## src/rtl/a2bus_dma_ctrl.sv

```systemverilog
// Apple II bus-master DMA sequencer: acquires the bus via /DMA and runs one
// phi0-aligned bus cycle per single-byte request, with bounded tenure length.
module a2bus_dma_ctrl #(
    parameter int MAX_BURST   = 8,
    parameter int WDATA_COUNT = 4,
    parameter int RDATA_COUNT = 15
) (
    input  logic        clk_logic_i,
    input  logic        system_reset_n_i,
    input  logic        phi0_i,
    input  logic        phi1_posedge_i,
    input  logic        phi0_posedge_i,
    input  logic        phi0_negedge_i,
    input  logic        enable_i,
    input  logic        req_valid_i,
    output logic        req_ready_o,
    input  logic        req_rw_n_i,
    input  logic [15:0] req_addr_i,
    input  logic [7:0]  req_wdata_i,
    output logic        rsp_valid_o,
    output logic [7:0]  rsp_rdata_o,
    input  logic        a2_dma_in_n_i,
    output logic        a2_dma_out_n_o,
    output logic        a2_dma_n_o,
    output logic [15:0] a2_a_o,
    output logic        a2_a_oe_o,
    output logic        a2_rw_n_o,
    output logic [7:0]  a2_d_o,
    output logic        a2_d_oe_o,
    input  logic [7:0]  a2_d_i,
    output logic        busy_o
);

    localparam logic [5:0] L_MAX  = 6'(MAX_BURST);
    localparam logic [5:0] L_WCNT = 6'(WDATA_COUNT);
    localparam logic [5:0] L_RCNT = 6'(RDATA_COUNT);

    typedef enum logic [1:0] {S_IDLE, S_ARM, S_XFER, S_RELEASE} state_t;

    state_t      r_state, w_state_nxt;
    logic [5:0]  r_cnt, r_burst, w_burst_inc;
    logic        r_act;
    logic [15:0] r_addr;
    logic        r_rw_n;
    logic [7:0]  r_wdata, r_rdata;
    logic        w_start, w_to_rel, w_done, w_can_go, w_in_xfer;

    assign w_can_go    = enable_i & req_valid_i;
    assign w_in_xfer   = (r_state == S_XFER);
    assign w_done      = w_in_xfer & r_act & phi0_negedge_i;
    assign w_burst_inc = r_burst + 6'd1;

    // r_act marks a bus cycle in flight; with r_act low in XFER we hold the
    // address bus between back-to-back transfers and wait for phi1.
    always_comb begin
        w_state_nxt = r_state;
        w_start     = 1'b0;
        w_to_rel    = 1'b0;
        case (r_state)
            S_IDLE: begin
                if (phi1_posedge_i & w_can_go & a2_dma_in_n_i)
                    w_state_nxt = S_ARM;
            end
            S_ARM: begin
                if (phi1_posedge_i) begin
                    if (w_can_go) begin
                        w_start     = 1'b1;
                        w_state_nxt = S_XFER;
                    end else begin
                        w_to_rel = 1'b1;
                    end
                end
            end
            S_XFER: begin
                if (w_done) begin
                    if ((w_burst_inc == L_MAX) | ~w_can_go)
                        w_to_rel = 1'b1;
                end else if (~r_act & phi1_posedge_i) begin
                    if (w_can_go) w_start  = 1'b1;
                    else          w_to_rel = 1'b1;
                end
            end
            S_RELEASE: begin
                if (phi1_posedge_i) w_state_nxt = S_IDLE;
            end
            default: w_state_nxt = S_IDLE;
        endcase
        if (w_to_rel) w_state_nxt = S_RELEASE;
    end

    always_ff @(posedge clk_logic_i or negedge system_reset_n_i) begin
        if (!system_reset_n_i) begin
            r_state <= S_IDLE;
            r_cnt   <= '0;
            r_burst <= '0;
            r_act   <= 1'b0;
            r_addr  <= '0;
            r_rw_n  <= 1'b1;
            r_wdata <= '0;
            r_rdata <= '0;
        end else begin
            r_state <= w_state_nxt;

            if (phi1_posedge_i | phi0_posedge_i) r_cnt <= '0;
            else if (r_cnt != 6'd63)             r_cnt <= r_cnt + 6'd1;

            if (w_start)     r_act <= 1'b1;
            else if (w_done) r_act <= 1'b0;

            if (w_to_rel)    r_burst <= '0;
            else if (w_done) r_burst <= w_burst_inc;

            if (w_start) begin
                r_addr  <= req_addr_i;
                r_rw_n  <= req_rw_n_i;
                r_wdata <= req_wdata_i;
            end

            if (w_in_xfer & r_act & r_rw_n & phi0_i & ~phi0_posedge_i & (r_cnt == L_RCNT))
                r_rdata <= a2_d_i;
        end
    end

    // The strobe cycles are masked: the counter is stale on phi0 rising and
    // data must already be off the bus in the phi0 falling cycle.
    assign a2_d_oe_o = w_in_xfer & r_act & ~r_rw_n & phi0_i & ~phi0_posedge_i
                       & ~phi0_negedge_i & (r_cnt >= L_WCNT);

    assign req_ready_o    = w_start;
    assign rsp_valid_o    = w_done;
    assign rsp_rdata_o    = r_rdata;
    assign a2_a_oe_o      = w_in_xfer;
    assign a2_a_o         = r_addr;
    assign a2_rw_n_o      = r_rw_n;
    assign a2_d_o         = r_wdata;
    assign a2_dma_n_o     = ~((r_state == S_ARM) | w_in_xfer);
    assign a2_dma_out_n_o = (r_state == S_IDLE) ? a2_dma_in_n_i : 1'b0;
    assign busy_o         = (r_state != S_IDLE);

endmodule

```

## config.mk

```make
export PLATFORM = sky130hd
export DESIGN_NAME = a2bus_dma_ctrl
export DESIGN_NICKNAME = d
export VERILOG_FILES = /design/src/rtl/a2bus_dma_ctrl.sv
export SDC_FILE = /design/constraint.sdc
export NUM_CORES = 1
export LEC_CHECK = 0
export ABC_AREA = 0
export CORE_ASPECT_RATIO = 0.7
export CORE_MARGIN = 5
export CORE_UTILIZATION = 46
export DETAILED_ROUTE_END_ITERATION = 10
export PLACE_DENSITY_LB_ADDON = 0.2
export SLEW_MARGIN = 10
export SYNTH_ARGS = -nofsm -noshare
export SYNTH_HDL_FRONTEND = slang
export SYNTH_SLANG_ARGS = --single-unit
```

## constraint.sdc

```tcl
create_clock -name clk_logic_i -period 3.2 [get_ports clk_logic_i]
set_input_delay 0.64 -clock clk_logic_i [delete_from_list [all_inputs] [get_ports clk_logic_i]]
set_output_delay 0.64 -clock clk_logic_i [all_outputs]
set_load 0.05 [all_outputs]
```

After elaboration in Yosys (flattened, before gate mapping):

Index checks and enable logic that the tools add are counted.

* $add $sub $neg: 2
* $lt $le $gt $ge: 1
* equality and inequality tests: 10
* multiplexer cells: 24
* bitwise operators: 24
* reductions and logical operators: 7

Operators with widths (count)
* 6-bit 2-to-1 mux: 4
* 1-bit bitwise AND: 15
* 6-bit by 1-bit adder with 6-bit output (second input constant): 2
* 6-bit by 4-bit == test with 1-bit output (second input constant): 2
* 1-bit 2-to-1 mux: 12
* 3-bit inequality test (second input constant): 4
* 2-bit 2-to-1 mux: 5
* 2-bit nonzero test: 4
* 6-bit by 3-bit >= comparator with 1-bit output (second input constant): 1
* 6-bit inequality test (second input constant): 1
* 1-bit inverter: 6
* 2-bit one-hot mux with 3 select lines: 1
* 5-bit AND reduction: 1
* 2-bit == test (second input constant): 2
* 1-bit one-hot mux with 2 select lines: 2
* 4-bit nonzero test: 1
* 1-bit bitwise OR: 3
* 2-bit by 1-bit == test with 1-bit output (second input constant): 1
* 2-bit logical NOT: 1

* register bits: 48
* output and inout bits: 40

Logic depth before layout (Yosys ltp):

* depth after elaboration: 8
* gate-level depth with buffers: 7

Least setup slack after synthesis:

OpenSTA, ideal clock, no wires.

* path kind: register to output
* start: register r_state[0]
* end: output a2_d_oe_o
* data arrival time: 2668 ps
* data required time: 2560 ps
* setup slack: -108 ps
* stages on the path, launching flop included: 5
* path buffers: 0
* cells stage by stage: dfrtp_1 > inv_1 > ha_1 > nand4b_1 > nor4_1

* cells in the longest elaborated chain, start to end: 7

Ends and longest elaborated chain
* start, declared: RTL line 40 `state_t r_state, w_state_nxt;`
* start signal, assigned: RTL line 102 `r_state <= w_state_nxt;`
* 2-bit == test: RTL line 49 `assign w_in_xfer = (r_state == S_XFER);`
* named net a2_a_oe_o: RTL line 26 `output logic a2_a_oe_o,`
* 1-bit bitwise AND (4 in a row): RTL line 126 `assign a2_d_oe_o = w_in_xfer & r_act & ~r_rw_n & phi0_i & ~phi0_posedge_i`
* 1-bit bitwise AND (2 in a row): RTL line 127 `& ~phi0_negedge_i & (r_cnt >= L_WCNT);`
* end, declared: RTL line 29 `output logic a2_d_oe_o,`

The timed path passes the listed nets, and every way through them passes these cells.

Worst setup path after layout:

* start: input a2_dma_in_n_i
* end: output a2_dma_out_n_o

* cells in the longest elaborated chain, start to end: 1

Ends and longest elaborated chain
* start, declared: RTL line 22 `input logic a2_dma_in_n_i,`
* 1-bit 2-to-1 mux: RTL line 137 `assign a2_dma_out_n_o = (r_state == S_IDLE) ? a2_dma_in_n_i : 1'b0;`
* end, declared: RTL line 23 `output logic a2_dma_out_n_o,`

Every way passes these cells.

==> metrics.cfg <==
[power_and_ir_drop]
powerDensity_nw_per_um2 = 860
p_int_mw = 1.58
cellLeakagePower_nw = 1.53
p_sw_frac = 0.438
pwr-share-seq = 0.318
p_comb_frac = 0.548
total_power_mw = 2.82
clkPwrFrac = 0.134
ir_drop_uv = 503
switchingPower_mw = 1.24

[sta]
tns_ns = 0
setup_violations = 0
fin_worst_skew_ns = 0.0109
rsz0062_at_grt = no
finalHoldViolCount = 0
fmax_mhz = 369
slew_violations = 0
maxSlewHeadroom = 0.320
fin_crit_sh = 0.847
min_period_ns = 2.71
tightest_slew_ns = 1.02

[clock_tree]
post_cts_resized = 0
worstSkewPairLatency_ns = 0.30
hold_buffers = 0
cts_buffers = 5
htreeDepth = 2
cts.sinks = 48
tritoncts = yes
post_cts_buffers = 0
clock_path_buffers = 2
cts.root.buffer_cell = clkbuf_8
path_clk_slew_ns = 0.09

[critical_path]
path_max_fanout = 3
crit_path_start_kind = input pin
crit_type = in -> out
critPathCaptureType = output pin
critPathArrivalTime_ns = 2.07
cp.required_ns = 2.56

[synthesis]
async_flop_share = 1.00
yosys.area_share.simple = 0.114
synth_compound_area_frac = 0.0403
syn-num-nets = 221
synth_edf_count = 0
synth_top_family_by_area = multiplexers
synth_xor_area_frac = 0.0305
ys_seq_area_frac = 0.523
ys_ff_latch = 48
synthAdderAreaFrac = 0.0381
ys.flop_type = dfrtp_1
syn_area_um2 = 2300
synth.distinct_cells = 38
avgSynthCellArea_um2 = 13.4
synth_cells = 172
synth_warnings = 0
synth_mux_area_frac = 0.217

[drt]
wl_per_cell_um = 15.4
firstDrtPassIters = 4
final_antenna_net_count = 0
vias_per_cell = 4.87
drtIter0Drc = 33
drt-total-wl_um = 5020
vias = 1589
drc_errors = 0

[floorplan]
initial_core_util = 0.478
fp.dieH_um = 69.2
die-area_um2 = 6540
io_pins = 82
die_width_um = 94.5
rows = 21
core-area_um2 = 4810

[finish]
n_antenna_cell = 0
area_growth_syn_to_layout_pct = 42.5
fillCellCount = 357
drive_gt1_frac = 0.206
fin_nets = 305

[global_routing]
antenna_found_initial = 0
grt_max_degree = 49
overflow = 0
grt.total_usage = 0.163
grt_pass1_wl_um = 8250
first_global_vias = 1608

[placement]
hpwl_um = 3840
place_congestion = 0.721
io_buffers = 81

[hold_path]
worstHoldPathType = in -> async

[job]
maxCapViolCount = 0

[outcome]
outcome = complete, no violations

area by class of cell:
| cell class | instances | area, um2 | share of cell area |
|---|---|---|---|
| timing repair buffer | 82 | 831 | 0.254 |
| sequential | 48 | 1200 | 0.367 |
| multi-input combinational | 108 | 1020 | 0.311 |
| inverter | 11 | 41.3 | 0.0126 |
| clock inverter | 2 | 15.0 | 0.00458 |
| tap | 69 | 86.3 | 0.0263 |
| clock buffer | 6 | 82.6 | 0.0252 |
synth_stat cells (2+ instances only):
library cell / n / area share
ha_1: 7 / 0.038
xnor2_1: 4 / 0.015
mux2i_1: 3 / 0.013
inv_1: 11 / 0.018
o21ai_0: 4 / 0.0087
nor3_1: 11 / 0.024
mux2_2: 7 / 0.034
a31oi_1: 2 / 0.0054
xor2_1: 4 / 0.015
nand2_1: 6 / 0.0098
or3_1: 3 / 0.0082
mux2_4: 26 / 0.17
buf_6: 3 / 0.015
nor4_1: 2 / 0.0054
dfrtp_1: 47 / 0.51
nand3_1: 7 / 0.015
nor2_1: 4 / 0.0065
cells by family after synthesis:
logic type / Yosys count
and+or+nand+nor: 44
muxes: 36
AOI/OAI and AO/OA: 13
buffers and inverters: 16
adders and majority gates: 7
xor gates and xnor gates: 8
DFF: 48
critical path, stage by stage:
cell             delay, ns
clkdlybuf4s50_1       0.50
and2_1                0.13
clkdlybuf4s50_1       0.80
power by group through the flow:
stage / clock network [mW] / logic [mW] / registers (mW)
4_1_cts: 0.387 / 1.56 / 0.899
3_5_place_dp: 0 / 1.55 / 0.910
2_1_floorplan: 0 / 0.541 / 1.41
3_3_place_gp: 0 / 1.54 / 0.899
5_1_grt: 0.418 / 1.62 / 0.922
6_report: 0.377 / 1.54 / 0.896
layer usage:
metal	vias up	wire length, um	track usage
li1	767	-	-
met1	769	2390	0.219
met2	46	2240	0.244
met3	7	327	0.0609
met4	0	65	0.0496
met5	-	0	0
worst paths after layout:
path | from | end | slack, ns | depth (start not counted)
worst max-delay path | a2_dma_in_n_i | a2_dma_out_n_o | 0.49 | 3
worst max register to register | r_state[0] | a2_d_o[3] | 1.09 | 7
min in group clk_logic_i | a2_d_o[2] | a2_d_o[2] | 0.51 | 1
worst min register to register | a2_d_o[2] | a2_d_o[2] | 0.51 | 1
max in group asynchronous | system_reset_n_i | r_state[0] | 2.05 | 1
worst min-delay path | system_reset_n_i | r_cnt[3] | 0.51 | 1
state kept, by name, summed over array words and instances (netlist names):
register and count:
a2_rw_n_o 1, rsp_rdata_o 8, r_act 1, r_cnt 6, a2_d_o 8, r_state 2, r_burst 6, a2_a_o 16
placed cells by master (no fill, tap or decap), types with 2 or more instances in the layout:
cell / instances
mux2_4: 26
clkbuf_8: 6
a31oi_1: 2
buf_12: 2
nand3_1: 7
ha_1: 7
o21ai_0: 4
mux2i_1: 3
nor3_1: 11
or3_1: 3
xnor2_1: 4
nor2_1: 4
inv_1: 11
mux2_2: 7
xor2_1: 4
buf_4: 2
nand2_1: 6
dfrtp_1: 47
clkinvlp_4: 2
clkdlybuf4s50_1: 77
stage by stage:
step	util	hold WS, ns	worst slack, ns	std cells	instance area (um2)
6_report	0.681	0.508	0.491	326	3280
5_1_grt	0.681	0.528	0.437	326	3280
4_1_cts	0.681	0.512	0.491	326	3280
3_5_place_dp	0.661	0.491	0.496	318	3180
3_3_place_gp	0.661	0.487	0.512	318	3180
2_1_floorplan	-	0.344	0.445	172	2310
Note: power is estimated with default switching activity, not from simulation.
